[src/rtl/dma_pkg.sv]
// Shared definitions for the dma_copy engine: FSM states, register offsets
// and status bit positions.
package dma_pkg;

  typedef enum logic [1:0] {
    IDLE = 2'd0,
    RD   = 2'd1,
    WR   = 2'd2
  } state_t;

  localparam logic [1:0] REG_SRC  = 2'd0;
  localparam logic [1:0] REG_DST  = 2'd1;
  localparam logic [1:0] REG_LEN  = 2'd2;
  localparam logic [1:0] REG_CTRL = 2'd3;

  localparam int STAT_BUSY  = 0;
  localparam int STAT_DONE  = 1;
  localparam int STAT_ERROR = 2;

  localparam int CTRL_START = 0;

endpackage

[src/rtl/dma_copy.sv]
// Word-granular memory-to-memory copy engine: a responder register window for
// programming plus an initiator port that alternates single-word reads and writes.
module dma_copy
  import dma_pkg::*;
#(
  parameter int LEN_WIDTH = 16
) (
  input  logic        clk,
  input  logic        reset,
  input  logic [31:0] address_in,
  input  logic        sel_in,
  input  logic        read_in,
  output logic [31:0] read_value_out,
  input  logic [3:0]  write_mask_in,
  input  logic [31:0] write_value_in,
  output logic        ready_out,
  output logic [31:0] address_out,
  output logic        read_out,
  output logic        write_out,
  output logic [3:0]  write_mask_out,
  output logic [31:0] write_value_out,
  input  logic [31:0] read_value_in,
  input  logic        ready_in,
  input  logic        fault_in,
  output logic        busy_out
);

  state_t                 state;
  logic [31:0]            src_reg, dst_reg;
  logic [LEN_WIDTH-1:0]   len_reg;
  logic [31:0]            cur_src, cur_dst;
  logic [LEN_WIDTH-1:0]   remaining;
  logic [31:0]            data_reg;
  logic                   done, error;

  logic [1:0]  reg_sel;
  logic        reg_wr;
  logic        start;
  logic [31:0] status;
  logic [31:0] src_merged, dst_merged, len_merged;

  // Only the word-select bits matter; the window decode happens at the top level.
  logic unused_ok;
  assign unused_ok = ^{read_in, address_in[31:4], address_in[1:0]};

  function automatic logic [31:0] merge_bytes(input logic [31:0] old_val,
                                              input logic [31:0] new_val,
                                              input logic [3:0]  mask);
    logic [31:0] res;
    res = old_val;
    for (int i = 0; i < 4; i++)
      if (mask[i]) res[8*i +: 8] = new_val[8*i +: 8];
    return res;
  endfunction

  assign reg_sel   = address_in[3:2];
  assign reg_wr    = sel_in && (write_mask_in != 4'b0000);
  assign start     = reg_wr && (reg_sel == REG_CTRL) && write_mask_in[CTRL_START]
                     && write_value_in[CTRL_START];
  assign busy_out  = (state != IDLE);
  assign ready_out = sel_in;

  assign src_merged = merge_bytes(src_reg, write_value_in, write_mask_in);
  assign dst_merged = merge_bytes(dst_reg, write_value_in, write_mask_in);
  assign len_merged = merge_bytes(32'(len_reg), write_value_in, write_mask_in);

  assign write_value_out = data_reg;

  always_comb begin
    status              = '0;
    status[STAT_BUSY]   = busy_out;
    status[STAT_DONE]   = done;
    status[STAT_ERROR]  = error;
    read_value_out      = '0;
    if (sel_in) begin
      case (reg_sel)
        REG_SRC:  read_value_out = src_reg;
        REG_DST:  read_value_out = dst_reg;
        REG_LEN:  read_value_out = 32'(len_reg);
        default:  read_value_out = status;
      endcase
    end
  end

  always_ff @(posedge clk or negedge reset) begin
    if (!reset) begin
      state          <= IDLE;
      src_reg        <= '0;
      dst_reg        <= '0;
      len_reg        <= '0;
      cur_src        <= '0;
      cur_dst        <= '0;
      remaining      <= '0;
      data_reg       <= '0;
      done           <= 1'b0;
      error          <= 1'b0;
      address_out    <= '0;
      read_out       <= 1'b0;
      write_out      <= 1'b0;
      write_mask_out <= '0;
    end else begin
      // Programmed registers stay frozen while a transfer runs.
      if (reg_wr && !busy_out) begin
        case (reg_sel)
          REG_SRC: src_reg <= {src_merged[31:2], 2'b00};
          REG_DST: dst_reg <= {dst_merged[31:2], 2'b00};
          REG_LEN: len_reg <= len_merged[LEN_WIDTH-1:0];
          default: ;
        endcase
      end

      case (state)
        IDLE: begin
          if (start) begin
            done      <= 1'b0;
            error     <= 1'b0;
            cur_src   <= src_reg;
            cur_dst   <= dst_reg;
            remaining <= len_reg;
            if (len_reg == '0) begin
              done <= 1'b1;
            end else begin
              state          <= RD;
              read_out       <= 1'b1;
              address_out    <= src_reg;
              write_mask_out <= 4'b0000;
            end
          end
        end
        RD: begin
          if (ready_in) begin
            read_out <= 1'b0;
            if (fault_in) begin
              error       <= 1'b1;
              state       <= IDLE;
              address_out <= '0;
            end else begin
              data_reg       <= read_value_in;
              state          <= WR;
              write_out      <= 1'b1;
              address_out    <= cur_dst;
              write_mask_out <= 4'b1111;
            end
          end
        end
        WR: begin
          if (ready_in) begin
            write_out      <= 1'b0;
            write_mask_out <= 4'b0000;
            if (fault_in) begin
              error       <= 1'b1;
              state       <= IDLE;
              address_out <= '0;
            end else begin
              cur_src   <= cur_src + 32'd4;
              cur_dst   <= cur_dst + 32'd4;
              remaining <= remaining - LEN_WIDTH'(1);
              if (remaining == LEN_WIDTH'(1)) begin
                done        <= 1'b1;
                state       <= IDLE;
                address_out <= '0;
              end else begin
                state       <= RD;
                read_out    <= 1'b1;
                address_out <= cur_src + 32'd4;
              end
            end
          end
        end
        default: state <= IDLE;
      endcase
    end
  end

endmodule

[config.mk]
export PLATFORM = sky130hd
export DESIGN_NAME = dma_copy
export DESIGN_NICKNAME = d
export VERILOG_FILES = /design/src/rtl/dma_pkg.sv /design/src/rtl/dma_copy.sv
export SDC_FILE = /design/constraint.sdc
export NUM_CORES = 1
export LEC_CHECK = 0
export ABC_CLOCK_PERIOD_IN_PS = 2300
export CAP_MARGIN = 20
export CORE_UTILIZATION = 35
export CTS_CLUSTER_SIZE = 20
export DETAILED_ROUTE_END_ITERATION = 8
export GPL_ROUTABILITY_DRIVEN = 0
export PLACE_DENSITY = 0.6
export SLEW_MARGIN = 20
export SYNTH_ARGS = -nofsm -noshare
export SYNTH_HDL_FRONTEND = slang
export SYNTH_SLANG_ARGS = --single-unit
[constraint.sdc]
create_clock -name clk -period 2.3 [get_ports clk]
set_input_delay 0.46 -clock clk [delete_from_list [all_inputs] [get_ports clk]]
set_output_delay 0.46 -clock clk [all_outputs]
set_load 0.05 [all_outputs]
==> impl_metrics.json <==
{
  "cts_num_sinks": 222,
  "clock_path_buffers": 3,
  "cp.required_ps": 1840,
  "setup_tns_ps": 0,
  "register_area_mm2": 0.005564,
  "crit_fanout": 2,
  "fillCellCount": 3184,
  "async_reset_ff_frac": 1.000,
  "clockRootBuffer": "clkbuf_16",
  "cp-end-kind": "output pin",
  "ys_types": 80,
  "hold_viol_final": 0,
  "avgViaCountPerCell": 5.704,
  "final_cell_mix": "215 x dfrtp_1, 155 x buf_4, 135 x clkdlybuf4s50_1",
  "grt_pass1_wl_um": 65630,
  "dr.pass1.iters": 7,
  "route.detailed.drc": 0,
  "mostFrequentLayoutCell": "dfrtp_1",
  "hold_class": "in2async",
  "place_inst": 1953,
  "drv_cap": 0,
  "cpPeakStageDelay_ps": 840,
  "layout-drive-gt1-share": 0.2883,
  "critical-path-top-delay-family": "buffers and inverters",
  "tightest_slew_ps": 625.0,
  "n_antenna_cell": 0,
  "pwr_density_cell_mw_per_mm2": 1464,
  "skew_ps": 12.66,
  "synth_edf_count": 0,
  "period_needed_ps": 2283,
  "area_delta_synth_final_pct": 40.29,
  "ant_nets": 0,
  "multi_input_area_mm2": 0.006415,
  "h-tree-depth": 1,
  "synthCells": 1243,
  "ir_drop_mv": 0.9375,
  "grt_pass1_vias": 11350,
  "vias": 11460,
  "grt_usage": 0.2314,
  "slew_viol_final": 0,
  "finalPower_mw": 25.31,
  "relSlewSlack": 0.5795,
  "routedWlPerCell_um": 20.57,
  "leakagePower_nw": 7.095,
  "synth.net_count": 1357,
  "worstPathArrival_ps": 1820,
  "whs_ps": 456.8,
  "worst_setup_path_start_kind": "flop",
  "ys_dominant_reg_cell": "dfrtp_1",
  "synth_area_mm2": 0.01232,
  "clk_latency_ps": 560,
  "initialDrtViolationCount": 959,
  "port_buffers": 178,
  "stdcell_count": 2009,
  "cp_slowest_cell": "clkdlybuf4s50_1",
  "boundaryPins": 210,
  "synth_seq_cells": 222,
  "setup_viol": 0,
  "avgSynthCellArea_um2": 9.909,
  "rsz0062_at_grt": "yes",
  "grt_max_degree": 107,
  "place_hpwl_um": 30640,
  "cts.clk_slew.worst_paths_ps": 60,
  "fmax_mhz": 438.1,
  "ys_seq_area_frac": 0.4510,
  "wl_um": 41330,
  "worst-path-buf-inv": 1,
  "ys_warn_count": 0,
  "finalCritPeriodShare": 0.9924,
  "initial_core_util": 0.3566,
  "cts_made_buffers": 27,
  "antenna_found_initial": 1,
  "crit_type": "reg2out",
  "utilization": 0.5002,
  "dieArea_mm2": 0.03594,
  "core-area_mm2": 0.03454,
  "die_w_um": 189.6,
  "largest_reg_flops": 32,
  "status": "finished, final reports clean",
  "crit_chain": "clkdlybuf4s50_1",
  "cts_tree": "done",
  "num_rows": 68,
  "gr-total-overflow": 0,
  "die_h_um": 189.6,
  "layout.nets": 1647
}
==> final timing paths <==
kind	start	endpoint	slack, ps	cells past startpoint
setup / recovery	address_out[16]	address_out[16]	20	1
hold / removal	reset	remaining[1]	460	2
setup reg to reg	len_reg[12]	address_out[27]	80	6
hold reg to reg	address_out[11]	address_out[11]	470	2
max in group asynchronous	reset	cur_src[16]	1130	3
min in group clk	address_out[11]	address_out[11]	470	2
==> synth_stat cells, drive strengths merged (31+ instances only) <==
| library cell | n | area, µm² |
|---|---|---|
| a21oi | 65 | 329.1 |
| buf | 36 | 187.7 |
| clkbuf | 59 | 229.0 |
| dfrtp | 222 | 5555 |
| mux2 | 110 | 1239 |
| mux2i | 38 | 380.4 |
| nand2 | 121 | 454.2 |
| nand3 | 44 | 237.7 |
| nor2 | 70 | 262.8 |
| nor3 | 31 | 160.1 |
| nor4 | 31 | 234.0 |
| o21ai | 73 | 372.9 |
==> cell families (layout without fill, tap and decap cells) <==
group	count (synthesis)	in the layout	synth area share
simple gates	396	396	0.1669
compound gates	338	338	0.1897
flops	222	222	0.4510
mux	149	149	0.1333
buf+inv	114	425	0.03962
xor+xnor	16	16	0.01138
fa+ha+maj	8	8	0.008127
==> routing by layer <==
metal	vias to the layer above	part of all wire	GRT usage
met5	-	0	0
met4	0	0.023	0.05800
met3	66	0.089	0.04483
met2	490	0.44	0.3511
met1	5647	0.45	0.3363
li1	5257	-	-
==> repair_timing <==
action / CTS / global route
gates cloned: 1 / 0
setup endpoints to repair: 69 / 75
hold endpoints to repair: 58 / 0
resized for setup: 18 / 26
hold buffers: 1 / 0
pin swaps: 1 / 3
setup buffers: 0 / 4
==> report_power, final <==
| part | internal, mW | switching, mW | leakage [nW] |
|---|---|---|---|
| sequential | 5.76 | 2.08 | 2.71 |
| clock | 2.73 | 1.76 | 0.461 |
| combinational | 5.69 | 7.29 | 3.93 |
| total | 14.2 | 11.1 | 7.09 |
==> worst reg2reg max path: stages, from the launching register on <==
cell and delay (ps):
dfrtp_1 410, nor4_2 440, and4_1 420, or3_1 160, buf_4 190, mux2_2 350
a31oi_1 140
==> stage by stage <==
stage	instance area [µm²]	setup WS, ps
floorplan	12360	-88.55
global placement	16130	-361.7
detailed placement	16130	-332.9
CTS	17170	1.779
global route	17280	-23.67
finish	17280	17.41
==> area by class of cell <==
type / instances / share of cell area
well taps: 455 / 0.03295
multi-input cells: 907 / 0.3713
repair buffers: 356 / 0.2149
inverters: 19 / 0.004417
clock inverters: 11 / 0.008689
clock buffers: 39 / 0.04576
flip-flops and latches: 222 / 0.3220
Power figures use the tool's default switching activity.
